**src/rtl/ps2_key_decoder_pkg.sv**
```systemverilog
// Shared key codes, scan-code prefixes and the set-2 make-code map for the calculator front end.
// The operator block imports the same key constants.
package ps2_key_decoder_pkg;

    localparam logic [3:0] KEY_ADD = 4'd10;
    localparam logic [3:0] KEY_SUB = 4'd11;
    localparam logic [3:0] KEY_MUL = 4'd12;
    localparam logic [3:0] KEY_DIV = 4'd13;
    localparam logic [3:0] KEY_ENT = 4'd14;

    localparam logic [7:0] SC_EXT = 8'hE0;
    localparam logic [7:0] SC_BRK = 8'hF0;

    typedef enum logic [1:0] {
        RxIdle,
        RxData,
        RxParity,
        RxStop
    } rx_state_e;

    typedef enum logic [1:0] {
        PfxNorm,
        PfxExt,
        PfxBrk,
        PfxExtBrk
    } pfx_state_e;

    typedef struct packed {
        logic       hit;
        logic [3:0] key;
    } key_t;

    // Make code -> key value; hit=0 for anything that is not a calculator key.
    function automatic key_t decode_key(input logic [7:0] code, input logic ext);
        key_t k;
        k.hit = 1'b1;
        k.key = 4'd0;
        if (ext) begin
            case (code)
                8'h4A:   k.key = KEY_DIV;
                8'h5A:   k.key = KEY_ENT;
                default: k.hit = 1'b0;
            endcase
        end else begin
            case (code)
                8'h45, 8'h70: k.key = 4'd0;
                8'h16, 8'h69: k.key = 4'd1;
                8'h1E, 8'h72: k.key = 4'd2;
                8'h26, 8'h7A: k.key = 4'd3;
                8'h25, 8'h6B: k.key = 4'd4;
                8'h2E, 8'h73: k.key = 4'd5;
                8'h36, 8'h74: k.key = 4'd6;
                8'h3D, 8'h6C: k.key = 4'd7;
                8'h3E, 8'h75: k.key = 4'd8;
                8'h46, 8'h7D: k.key = 4'd9;
                8'h79:        k.key = KEY_ADD;
                8'h4E, 8'h7B: k.key = KEY_SUB;
                8'h7C:        k.key = KEY_MUL;
                8'h5A:        k.key = KEY_ENT;
                default:      k.hit = 1'b0;
            endcase
        end
        return k;
    endfunction

endpackage

```
**src/rtl/ps2_key_decoder_rx.sv**
```systemverilog
// PS/2 frame receiver: synchronises and deglitches the connector lines, shifts in one
// 11-bit frame, checks odd parity and stop bit, and drops partial frames on timeout.
module ps2_rx
    import ps2_key_decoder_pkg::*;
#(
    parameter int unsigned FILTER_LEN  = 8,
    parameter int unsigned TIMEOUT_CYC = 5000
) (
    input  logic       clk,
    input  logic       rst,
    input  logic       ps2_clk,
    input  logic       ps2_data,
    output logic [7:0] rx_byte,
    output logic       byte_valid,
    output logic       frame_err
);

    localparam int unsigned FW = $clog2(FILTER_LEN + 1);
    localparam int unsigned TW = $clog2(TIMEOUT_CYC + 1);

    logic          clk_meta_q, clk_sync_q;
    logic          data_meta_q, data_sync_q;
    logic          filt_q, filt_d, filt_prev_q;
    logic [FW-1:0] filt_cnt_q, filt_cnt_d;
    logic          fall;

    rx_state_e     state_q, state_d;
    logic [7:0]    shift_q, shift_d;
    logic [2:0]    bit_cnt_q, bit_cnt_d;
    logic          par_ok_q, par_ok_d;
    logic [TW-1:0] tmo_cnt_q, tmo_cnt_d;
    logic          byte_valid_q, byte_valid_d;
    logic          frame_err_q, frame_err_d;

    // A new ps2_clk level is accepted only after FILTER_LEN consecutive agreeing samples.
    always_comb begin
        filt_d     = filt_q;
        filt_cnt_d = '0;
        if (clk_sync_q != filt_q) begin
            if (filt_cnt_q == FW'(FILTER_LEN - 1)) begin
                filt_d = clk_sync_q;
            end else begin
                filt_cnt_d = filt_cnt_q + 1'b1;
            end
        end
    end

    assign fall = filt_prev_q & ~filt_q;

    always_comb begin
        state_d      = state_q;
        shift_d      = shift_q;
        bit_cnt_d    = bit_cnt_q;
        par_ok_d     = par_ok_q;
        byte_valid_d = 1'b0;
        frame_err_d  = 1'b0;

        if (state_q == RxIdle || fall) begin
            tmo_cnt_d = '0;
        end else begin
            tmo_cnt_d = tmo_cnt_q + 1'b1;
        end

        case (state_q)
            RxIdle: begin
                if (fall && !data_sync_q) begin
                    state_d   = RxData;
                    bit_cnt_d = 3'd0;
                end
            end
            RxData: begin
                if (fall) begin
                    shift_d   = {data_sync_q, shift_q[7:1]};
                    bit_cnt_d = bit_cnt_q + 1'b1;
                    if (bit_cnt_q == 3'd7) begin
                        state_d = RxParity;
                    end
                end
            end
            RxParity: begin
                if (fall) begin
                    par_ok_d = ^{shift_q, data_sync_q};
                    state_d  = RxStop;
                end
            end
            RxStop: begin
                if (fall) begin
                    state_d = RxIdle;
                    if (data_sync_q && par_ok_q) begin
                        byte_valid_d = 1'b1;
                    end else begin
                        frame_err_d = 1'b1;
                    end
                end
            end
            default: state_d = RxIdle;
        endcase

        // A falling edge in the same cycle keeps the frame alive.
        if (state_q != RxIdle && !fall && tmo_cnt_q == TW'(TIMEOUT_CYC - 1)) begin
            state_d     = RxIdle;
            frame_err_d = 1'b1;
            tmo_cnt_d   = '0;
        end
    end

    always_ff @(posedge clk or negedge rst) begin
        if (!rst) begin
            clk_meta_q   <= 1'b1;
            clk_sync_q   <= 1'b1;
            data_meta_q  <= 1'b1;
            data_sync_q  <= 1'b1;
            filt_q       <= 1'b1;
            filt_prev_q  <= 1'b1;
            filt_cnt_q   <= '0;
            state_q      <= RxIdle;
            shift_q      <= 8'h00;
            bit_cnt_q    <= 3'd0;
            par_ok_q     <= 1'b0;
            tmo_cnt_q    <= '0;
            byte_valid_q <= 1'b0;
            frame_err_q  <= 1'b0;
        end else begin
            clk_meta_q   <= ps2_clk;
            clk_sync_q   <= clk_meta_q;
            data_meta_q  <= ps2_data;
            data_sync_q  <= data_meta_q;
            filt_q       <= filt_d;
            filt_prev_q  <= filt_q;
            filt_cnt_q   <= filt_cnt_d;
            state_q      <= state_d;
            shift_q      <= shift_d;
            bit_cnt_q    <= bit_cnt_d;
            par_ok_q     <= par_ok_d;
            tmo_cnt_q    <= tmo_cnt_d;
            byte_valid_q <= byte_valid_d;
            frame_err_q  <= frame_err_d;
        end
    end

    assign rx_byte    = shift_q;
    assign byte_valid = byte_valid_q;
    assign frame_err  = frame_err_q;

endmodule

```
**src/rtl/ps2_key_decoder.sv**
```systemverilog
// Calculator keyboard front end: tracks E0/F0 prefixes, maps make codes to key values
// and presents each key on data_out with a SEL_HOLD-cycle sel strobe.
module ps2_key_decoder
    import ps2_key_decoder_pkg::*;
#(
    parameter int unsigned FILTER_LEN  = 8,
    parameter int unsigned TIMEOUT_CYC = 5000,
    parameter int unsigned SEL_HOLD    = 4
) (
    input  logic        clk,
    input  logic        rst,
    input  logic        ps2_clk,
    input  logic        ps2_data,
    output logic [10:0] data_out,
    output logic        sel,
    output logic        frame_err,
    output logic        overrun
);

    localparam int unsigned HW = $clog2(SEL_HOLD + 1);

    logic [7:0]    rx_byte;
    logic          byte_valid;
    logic          rx_err;

    pfx_state_e    pfx_q, pfx_d;
    key_t          dec;
    logic          key_hit;

    logic [10:0]   data_q, data_d;
    logic          sel_q, sel_d;
    logic [HW-1:0] hold_q, hold_d;
    logic          overrun_q, overrun_d;

    ps2_rx #(
        .FILTER_LEN (FILTER_LEN),
        .TIMEOUT_CYC(TIMEOUT_CYC)
    ) u_rx (
        .clk       (clk),
        .rst       (rst),
        .ps2_clk   (ps2_clk),
        .ps2_data  (ps2_data),
        .rx_byte   (rx_byte),
        .byte_valid(byte_valid),
        .frame_err (rx_err)
    );

    assign dec = decode_key(rx_byte, pfx_q == PfxExt);

    always_comb begin
        pfx_d   = pfx_q;
        key_hit = 1'b0;
        if (rx_err) begin
            pfx_d = PfxNorm;
        end else if (byte_valid) begin
            case (pfx_q)
                PfxNorm: begin
                    if (rx_byte == SC_EXT) begin
                        pfx_d = PfxExt;
                    end else if (rx_byte == SC_BRK) begin
                        pfx_d = PfxBrk;
                    end else begin
                        key_hit = dec.hit;
                    end
                end
                PfxExt: begin
                    if (rx_byte == SC_BRK) begin
                        pfx_d = PfxExtBrk;
                    end else begin
                        key_hit = dec.hit;
                        pfx_d   = PfxNorm;
                    end
                end
                // Release codes are swallowed whole.
                PfxBrk, PfxExtBrk: pfx_d = PfxNorm;
                default:           pfx_d = PfxNorm;
            endcase
        end
    end

    always_comb begin
        data_d    = data_q;
        sel_d     = sel_q;
        hold_d    = hold_q;
        overrun_d = 1'b0;
        if (sel_q) begin
            if (hold_q == '0) begin
                sel_d = 1'b0;
            end else begin
                hold_d = hold_q - 1'b1;
            end
        end
        if (key_hit) begin
            if (sel_q) begin
                overrun_d = 1'b1;
            end else begin
                data_d = {7'd0, dec.key};
                sel_d  = 1'b1;
                hold_d = HW'(SEL_HOLD - 1);
            end
        end
    end

    always_ff @(posedge clk or negedge rst) begin
        if (!rst) begin
            pfx_q     <= PfxNorm;
            data_q    <= 11'd0;
            sel_q     <= 1'b0;
            hold_q    <= '0;
            overrun_q <= 1'b0;
        end else begin
            pfx_q     <= pfx_d;
            data_q    <= data_d;
            sel_q     <= sel_d;
            hold_q    <= hold_d;
            overrun_q <= overrun_d;
        end
    end

    assign data_out  = data_q;
    assign sel       = sel_q;
    assign frame_err = rx_err;
    assign overrun   = overrun_q;

endmodule

```
**config.mk**
```make
export PLATFORM = sky130hd
export DESIGN_NAME = ps2_key_decoder
export DESIGN_NICKNAME = d
export VERILOG_FILES = /design/src/rtl/ps2_key_decoder_pkg.sv /design/src/rtl/ps2_key_decoder_rx.sv /design/src/rtl/ps2_key_decoder.sv
export SDC_FILE = /design/constraint.sdc
export NUM_CORES = 1
export LEC_CHECK = 0
export CAP_MARGIN = 20
export CORE_MARGIN = 2
export CORE_UTILIZATION = 54
export CTS_CLUSTER_SIZE = 16
export DETAILED_ROUTE_END_ITERATION = 8
export PLACE_DENSITY = 0.76
export SYNTH_ARGS = -nofsm -noshare
export SYNTH_HDL_FRONTEND = slang
export SYNTH_SLANG_ARGS = --single-unit
```
**constraint.sdc**
```tcl
create_clock -name clk -period 2.01 [get_ports clk]
set_input_delay 0.5025 -clock clk [delete_from_list [all_inputs] [get_ports clk]]
set_output_delay 0.5025 -clock clk [all_outputs]
set_load 0.02 [all_outputs]
```
Word level (Yosys, flattened, before mapping):

Cells that the tools add are included.

* add/sub/neg operators: 4
* eq/ne operators: 46
* mux-type cells: 47
* bitwise logic cells: 3
* reduce and logical (&&, ||, !) cells: 34

Operators by type and width (count)
* $eq 8x7->1 const B: 18
* $pmux 4 s13: 1
* $eq 8x6->1 const B: 6
* $mux 13: 2
* $reduce_or 25->1: 1
* $reduce_or 2->1: 12
* $mux 2: 11
* $mux 1: 19
* $mux 3: 6
* $eq 8x5->1 const B: 2
* $eq 8x8->1 const B: 2
* $add 13x1->13 const B: 1
* $eq 13x13->1 const B: 1
* $ne 3x1->1 const B: 4
* $reduce_and 2->1: 5
* $reduce_xor 9->1: 1
* $eq 2x2->1 const B: 4
* $mux 4: 2
* $pmux 2 s4: 1
* $pmux 4 s2: 1
* $pmux 2 s3: 1
* $pmux 3 s2: 1
* $reduce_bool 2->1: 3
* $mux 5: 1
* other kinds (21): 28

* register bits after elaboration: 50
* output and inout port bits: 14
* logic and storage cells: 153

Longest topological paths before layout:

Gate-level depths: netlist of run 1.

* word-level depth: 10
* gate-level depth with buffers: 8

Cells and area by module:

A second synthesis of run 1 with hierarchy kept.

* cell total of the unflattened synthesis: 327
* area total of the unflattened synthesis: 3168.0 µm²

By module, submodules not included
* ps2_rx: times used 1, cells each 158, area an instance 1795.5 µm², sequential area each 983.4 µm²
* ps2_key_decoder: times used 1, cells each 169, area an instance 1372.6 µm², sequential area each 275.3 µm²

Worst setup path after synthesis of run 1:

No wires, ideal clock.

* path type: register to register
* start point: reg u_rx.shift_q[0] (netlist: u_rx.rx_byte[0])
* end point: reg data_q[0] (netlist: data_out[0])
* setup time: 125 ps
* data arrival time: 1967 ps
* setup slack: -82 ps
* stages on the path, launching flop included: 7
* buffers on the path: 0
* cells stage by stage: dfrtp_1 or3b_1 a2111oi_2 or2_2 nor3_2 a31oi_4 mux2_4

* cells in the longest elaborated chain, start to end: 10

Ends and longest elaborated chain
* from (decl): RTL line ps2_key_decoder_rx.sv:28 `logic [7:0] shift_q, shift_d;`
* from (signal assigned): RTL line ps2_key_decoder_rx.sv:132 `shift_q <= shift_d;`
* $eq 8x7->1 (tied with other cells): RTL line ps2_key_decoder_pkg.sv:39, ps2_key_decoder_pkg.sv:45
* $reduce_or 25->1 (no line) / $reduce_or 2->1 (equally long branches)
* $mux 1, on equally long branches: RTL line ps2_key_decoder_pkg.sv:45, ps2_key_decoder_pkg.sv:39
* $mux 5: RTL line ps2_key_decoder_pkg.sv:38 `if (ext) begin`
* $mux 1: RTL line ps2_key_decoder.sv:60, ps2_key_decoder.sv:67
* $mux 1: RTL line ps2_key_decoder.sv:58 `if (rx_byte == SC_EXT) begin`
* $pmux 1 s2: RTL line ps2_key_decoder.sv:56 `case (pfx_q)`
* $mux 1: RTL line ps2_key_decoder.sv:55 `end else if (byte_valid) begin`
* $mux 1: RTL line ps2_key_decoder.sv:53 `if (rx_err) begin`
* $reduce_and 2->1 (no line)
* to (signal assigned): RTL line ps2_key_decoder.sv:113 `data_q <= data_d;`
* to (decl): RTL line ps2_key_decoder.sv:30 `logic [10:0] data_q, data_d;`

Parallel ways exist; a longest one is shown, timed or not.
A chain may end at the register's enable or synchronous reset.

Worst setup path in the final report of run 1:

* start point: reg u_rx.shift_q[6] (netlist: u_rx.rx_byte[6])
* end point: reg data_q[1] (netlist: data_out[1])

Same word-level chain as after synthesis.

==> results of run 1 <==
sequential cells by signal, summed over array words and instances (netlist names), 2 cells and up:
name             flops
data_out             4
hold_q               3
pfx_q                2
u_rx.bit_cnt_q       3
u_rx.filt_cnt_q      4
u_rx.rx_byte         8
u_rx.state_q         2
u_rx.tmo_cnt_q      13
cell families after synthesis:
logic type      share of synthesized area (%)
compound gates                           12.3
xor+xnor                                 6.32
fa+ha+maj                                3.93
flops                                    39.5
other cells                             0.118
buf+inv                                  7.42
mux                                      4.55
simple gates                             25.9
synthesized netlist by cell type, drive strengths merged (2+ instances only):
cell type / number
or3b: 2
and3b: 3
nand2b: 9
a32oi: 2
nor4bb: 3
o21ai: 14
nor2b: 10
xnor2: 15
ha: 10
o211ai: 3
nand4: 8
nor4: 4
inv: 14
and4b: 2
or2: 3
a22o: 2
and2b: 2
xor2: 8
nand3: 11
a41o: 2
dfstp: 6
nor3: 6
and2: 3
buf: 18
nor4b: 2
mux2: 11
o41ai: 3
nand3b: 4
nor3b: 7
o22ai: 3
a21oi: 11
nor2: 36
dfrtp: 44
nand2: 20
clkbuf: 7
layer usage:
layer | global-route usage [%] | part of all wire (%) | routed length (µm) | up-vias
met5 | 0 | 0 | 0 | -
met4 | 7.29 | 1.9 | 128 | 0
met3 | 4.22 | 3.8 | 258 | 12
met2 | 39.4 | 52 | 3500 | 64
met1 | 27.6 | 43 | 2880 | 1246
li1 | - | - | - | 1260
stage by stage:
| stage | total power (W) | hold slack, ps | setup TNS (ps) |
|---|---|---|---|
| 3_3_place_gp | 0.00225 | 346 | -885 |
| 5_1_grt | 0.00318 | 145 | -1660 |
| 6_report | 0.00297 | 134 | -750 |
| 3_5_place_dp | 0.00229 | 349 | -1690 |
| 2_1_floorplan | 0.00202 | 207 | 0 |
| 4_1_cts | 0.00297 | 134 | -536 |
what timing repair did:
item,CTS,global route
endpoints found under the setup margin,9,10
pin swaps,12,5
buffers inserted,8,2
gates resized for setup,15,8
area by class of cell:
type / instances / area share (%)
Multi-Input combinational cell: 245 / 46.1
Timing Repair Buffer: 71 / 15.2
Inverter: 14 / 1.34
Sequential cell: 50 / 32.4
Clock inverter: 1 / 0.224
Clock buffer: 7 / 2.46
Tap cell: 72 / 2.30
worst reg2reg max path, delay by kind of cell, from the launching register on:
kind                   cells  cell delay, ps
buffers and inverters      1             140
multiplexers               1             330
flip-flops                 1             470
AND/OR/NAND/NOR            3             460
AO/OA/AOI/OAI              2             640
power by group through the flow:
stage / combinational (W) / sequential (W) / clock [W]
3_5_place_dp: 0.000952 / 0.00133 / 0
3_3_place_gp: 0.000922 / 0.00133 / 0
2_1_floorplan: 0.000739 / 0.00129 / 0
6_report: 0.00101 / 0.00133 / 0.000632
5_1_grt: 0.00113 / 0.00135 / 0.000694
4_1_cts: 0.000994 / 0.00132 / 0.000654
worst min path at each step:
stage                         end  depth (start not counted)             start
4_1_cts        u_rx.filt_cnt_q[0]                          1               rst
3_5_place_dp      u_rx.clk_sync_q                          0   u_rx.clk_meta_q
2_1_floorplan         data_out[0]                          0               rst
3_3_place_gp     u_rx.data_sync_q                          0  u_rx.data_meta_q
6_report       u_rx.filt_cnt_q[2]                          1               rst
5_1_grt        u_rx.filt_cnt_q[2]                          1               rst
==> results.json, run 1 <==
{
  "status": "finished with violations",
  "violations": "negative setup slack",
  "rsz0062_at_grt": "true",
  "grt_overflow": 0,
  "critPathKind": "reg -> reg",
  "first_iter_violations": 74,
  "drv_cap": 0,
  "min_period_over_period_pct": 107,
  "portBuffers": 10,
  "endpoint": "data_out[1]",
  "layout_common_cells": "buf_4, nor2_1, dfrtp_1",
  "syn-cell-area_um2": 3190,
  "crit_buf_inv": 1,
  "yosys.area.top_type": "dfrtp_1",
  "slew_headroom_pct": 64.2,
  "ys.flop_type": "dfrtp_1",
  "syn_inst": 328,
  "rows": 27,
  "via_count": 2582,
  "stdcell_area_um2": 3910,
  "place_area_um2": 3640,
  "finalMaxSlewViolations": 0,
  "num_io_pins": 18,
  "synthTopCellsByArea": "dfrtp_1, dfstp_2, nor2_1",
  "antenna_found_initial": 0,
  "worst-path-stages": 7,
  "internal-power_w": 0.00195,
  "dpl.hpwl_mm": 4.88,
  "cp.required_ps": 2200,
  "numCtsBuffers": 5,
  "clock_skew_ps": 8.86,
  "hold_violations": 0,
  "grt_pass1_wl_mm": 11.4,
  "leakagePower_nw": 1.72,
  "ys_async_sr_fraction_pct": 100,
  "place_inst": 442,
  "final_cells": 460,
  "area_delta_synth_final_pct": 22.8,
  "die_w_um": 80.8,
  "setup_ws_ps": -137,
  "clock_path_buffers": 2,
  "drive_gt1_share_pct": 31.2,
  "cts_root_buf": "clkbuf_8",
  "fill_cells": 418,
  "r2r_cells": 7,
  "grt_util_all_layers_pct": 22.3,
  "vias_per_cell": 5.61,
  "hold_path.class": "in -> async",
  "grt_pass1_vias": 2530,
  "path_delay_family": "compound AO/OA/AOI/OAI gates",
  "synth_top_area_share_pct": 34.6,
  "rr_startpoint": "u_rx.rx_byte[6]",
  "initial_core_util_pct": 56.8,
  "finalWirelength_mm": 6.76,
  "clk_latency_ps": 300,
  "final_util_pct": 69.8,
  "path_clk_slew_ps": 90,
  "multi_input_area_um2": 1800,
  "ant_nets": 0,
  "gp_congestion": 0.855,
  "crit_chain": "buf_6 > nand3b_1 > a2111oi_4 > or2_4 > nor3_2 > a31oi_4 > mux2_4",
  "setup_viol": 9,
  "synth.avg_cell_area_um2": 9.72,
  "cts_tree": "done",
  "synth_seq_cells": 50,
  "synth.yosys.warnings": 0,
  "timing.rr.end": "data_out[1]",
  "reg2reg_slack_ps": -140,
  "peakVddDrop_v": 0.000851,
  "power_frac_comb_pct": 34.1,
  "max_stage_delay_ps": 470,
  "htreeDepth": 2,
  "max_freq_mhz": 466,
  "arrival_ps": 2340,
  "core_area_um2": 5610,
  "grt_max_degree": 34,
  "pwr-share-clk_pct": 21.3,
  "cellPowerDensity_nw_per_um2": 759,
  "fin_crit_ps": 2150,
  "tightest_slew_ps": 530,
  "seq_area_frac_synth_pct": 39.5,
  "die_height_um": 80.8,
  "cts.sinks": 50,
  "seqCellArea_um2": 1270,
  "synth_cell_types": 69,
  "final_common_cell": "buf_4",
  "nets": 401,
  "dr.pass1.iters": 4,
  "p_switching_w": 0.00102,
  "swShare_pct": 34.4,
  "pwr-share-seq_pct": 44.6,
  "cts_hold_buf": 0,
  "die-area_um2": 6530,
  "cp-startpoint": "u_rx.rx_byte[6]",
  "start_kind": "flop",
  "dp_slack_ps": -227,
  "crit_slowest_cell": "dfrtp_2",
  "wl_per_cell_um": 14.7,
  "endpoint_kind": "flop",
  "synth-edff-count": 0,
  "diodes": 0,
  "drcViolationCount": 0,
  "cp_max_fo": 7
}
Note: power is estimated with default switching activity, not from simulation.
==> run 2, diff against run 1 <==
- CELL_PAD_IN_SITES_DETAIL_PLACEMENT: unset -> 1
- CELL_PAD_IN_SITES_GLOBAL_PLACEMENT: unset -> 1
- CORE_UTILIZATION: 54 -> 42
- PLACE_DENSITY: 0.76 -> unset
- PLACE_DENSITY_LB_ADDON: unset -> 0.1
==> run 2 against run 1 <==
  * The run still ends with negative setup slack left
  * Critical path depth stayed put
  * Largest power group unchanged
  * Via count is 1.7% higher
  * Highest routed layer unchanged
  * Clock skew is 5.9 ps higher
  * Clock power is 42% higher
  * Core utilization is 14 points lower
  * Count of clock-buffer cells in the layout is 1 lower
  * First-iteration DRC count is 5.4% higher
  * Worst hold slack better by 31 ps
  * Sequential share of layout area is 1.3 points lower
==> results.json, run 2 (synthesized netlist as in run 1, its figures left out) <==
{
  "die_w_um": 91.1,
  "drv_cap": 0,
  "portBuffers": 10,
  "largest_reg_flops": 13,
  "cts_tree": "done",
  "diodes": 0,
  "grt_overflow": 0,
  "htreeDepth": 2,
  "multi_input_area_um2": 1840,
  "rr_startpoint": "u_rx.rx_byte[6]",
  "tns_ps": -1030,
  "clock_path_buffers": 2,
  "critPathKind": "reg -> reg",
  "setup_ws_ps": -159,
  "slew_headroom_pct": 66.7,
  "start_kind": "flop",
  "r2r_cells": 7,
  "vias_per_cell": 5.34,
  "dr.pass1.iters": 4,
  "stdcell_area_um2": 4070,
  "endpoint_kind": "flop",
  "gp_congestion": 0.833,
  "cellPowerDensity_nw_per_um2": 824,
  "hold_path.class": "in -> async",
  "first_iter_violations": 78,
  "core_area_um2": 7290,
  "cp.required_ps": 2230,
  "peakVddDrop_v": 0.000493,
  "cp_max_fo": 8,
  "numCtsBuffers": 5,
  "final_common_cell": "buf_4",
  "wl_per_cell_um": 17.1,
  "rsz0062_at_grt": "true",
  "ant_nets": 0,
  "die_height_um": 91.1,
  "layout_common_cells": "buf_4, dfrtp_1, nor2_1",
  "drcViolationCount": 0,
  "finalWirelength_mm": 8.39,
  "num_io_pins": 18,
  "timing.rr.end": "data_out[0]",
  "place_inst": 470,
  "min_period_over_period_pct": 108,
  "via_count": 2627,
  "reg2reg_slack_ps": -160,
  "fin_crit_ps": 2170,
  "grt_pass1_wl_mm": 13.6,
  "leakagePower_nw": 1.78,
  "area_delta_synth_final_pct": 27.6,
  "worst_hold_slack_ps": 165,
  "initial_core_util_pct": 43.7,
  "fill_cells": 856,
  "top_register": "u_rx.tmo_cnt_q",
  "grt_util_all_layers_pct": 20.3,
  "arrival_ps": 2390,
  "status": "finished with violations",
  "grt_max_degree": 51,
  "antenna_found_initial": 0,
  "cts.sinks": 50,
  "clock_skew_ps": 14.8,
  "path_clk_slew_ps": 110,
  "tightest_slew_ps": 495,
  "die-area_um2": 8300,
  "clk_latency_ps": 320,
  "cts_hold_buf": 0,
  "seqCellArea_um2": 1260,
  "place_area_um2": 3680,
  "setup_viol": 9,
  "cts_root_buf": "clkbuf_8",
  "drive_gt1_share_pct": 32.1,
  "max_freq_mhz": 461,
  "finalMaxSlewViolations": 0,
  "dpl.hpwl_mm": 5.72,
  "final_cells": 492,
  "hold_violations": 0,
  "rows": 31,
  "violations": "negative setup slack",
  "grt_pass1_vias": 2771,
  "nets": 406
}
## run 2: cell types whose count changed in the layout (fill, tap and decap cells not counted), moves of 2 or more
cell and delta:
buf_4 +5, bufinv_16 +2, o21ai_1 -2, dfrtp_2 -3, dfrtp_1 +3
## run 2: power breakdown
group / leakage (nW) / switching [W] / total [W] / internal, W
registers: 0.658 / 0.000166 / 0.00133 / 0.00117
clock network: 0.0714 / 0.000365 / 0.000896 / 0.000531
logic: 1.05 / 0.000607 / 0.00112 / 0.000515
total: 1.78 / 0.00114 / 0.00335 / 0.00221
## run 2: through the flow
step,util (%),total power [W],setup WS (ps)
5_1_grt,55.8,0.00354,-253
4_1_cts,54.3,0.00331,-200
6_report,55.8,0.00335,-159
3_5_place_dp,50.4,0.00237,-203
3_3_place_gp,50.4,0.00232,-187
2_1_floorplan,-,0.00202,0.543
## run 2: per-layer routing
metal | up-vias | track usage, % | share of wire (%)
met5 | - | 0 | 0
met4 | 0 | 6.57 | 2.1
met3 | 16 | 2.90 | 2.2
met2 | 38 | 37.9 | 54
met1 | 1309 | 23.8 | 42
li1 | 1264 | - | -
## run 2: worst max-delay path, cell delays in order, from the launching register on
cell and delay [ps]:
dfrtp_2 450, buf_6 150, nand3b_1 220, a2111oi_4 410, or2_4 220, nor3_4 50
a31oi_4 250, mux2_4 320
## run 2: what timing repair did
item | CTS | global route
setup buffers | 9 | 5
setup endpoints to repair | 9 | 9
pin swaps | 9 | 14
gates resized for setup | 12 | 13
gates cloned | 0 | 0
## run 2: worst max-delay path by stage
stage | slack [ps] | to | startpoint | cells after the start
floorplan | 0.5 | data_out[0] | u_rx.rx_byte[2] | 6
global placement | -190 | data_out[0] | u_rx.rx_byte[2] | 6
detailed placement | -200 | data_out[0] | u_rx.rx_byte[6] | 7
CTS | -200 | data_out[0] | u_rx.rx_byte[0] | 6
global route | -250 | data_out[0] | u_rx.rx_byte[0] | 8
finish | -160 | data_out[0] | u_rx.rx_byte[6] | 7
## run 2: cell type report
type,count,share of cell area (%)
clock inverters,2,1.48
clock buffers,6,2.03
flip-flops and latches,50,31.1
multi-input cells,245,45.3
inverters,14,1.29
well taps,99,3.05
repair buffers,76,15.7
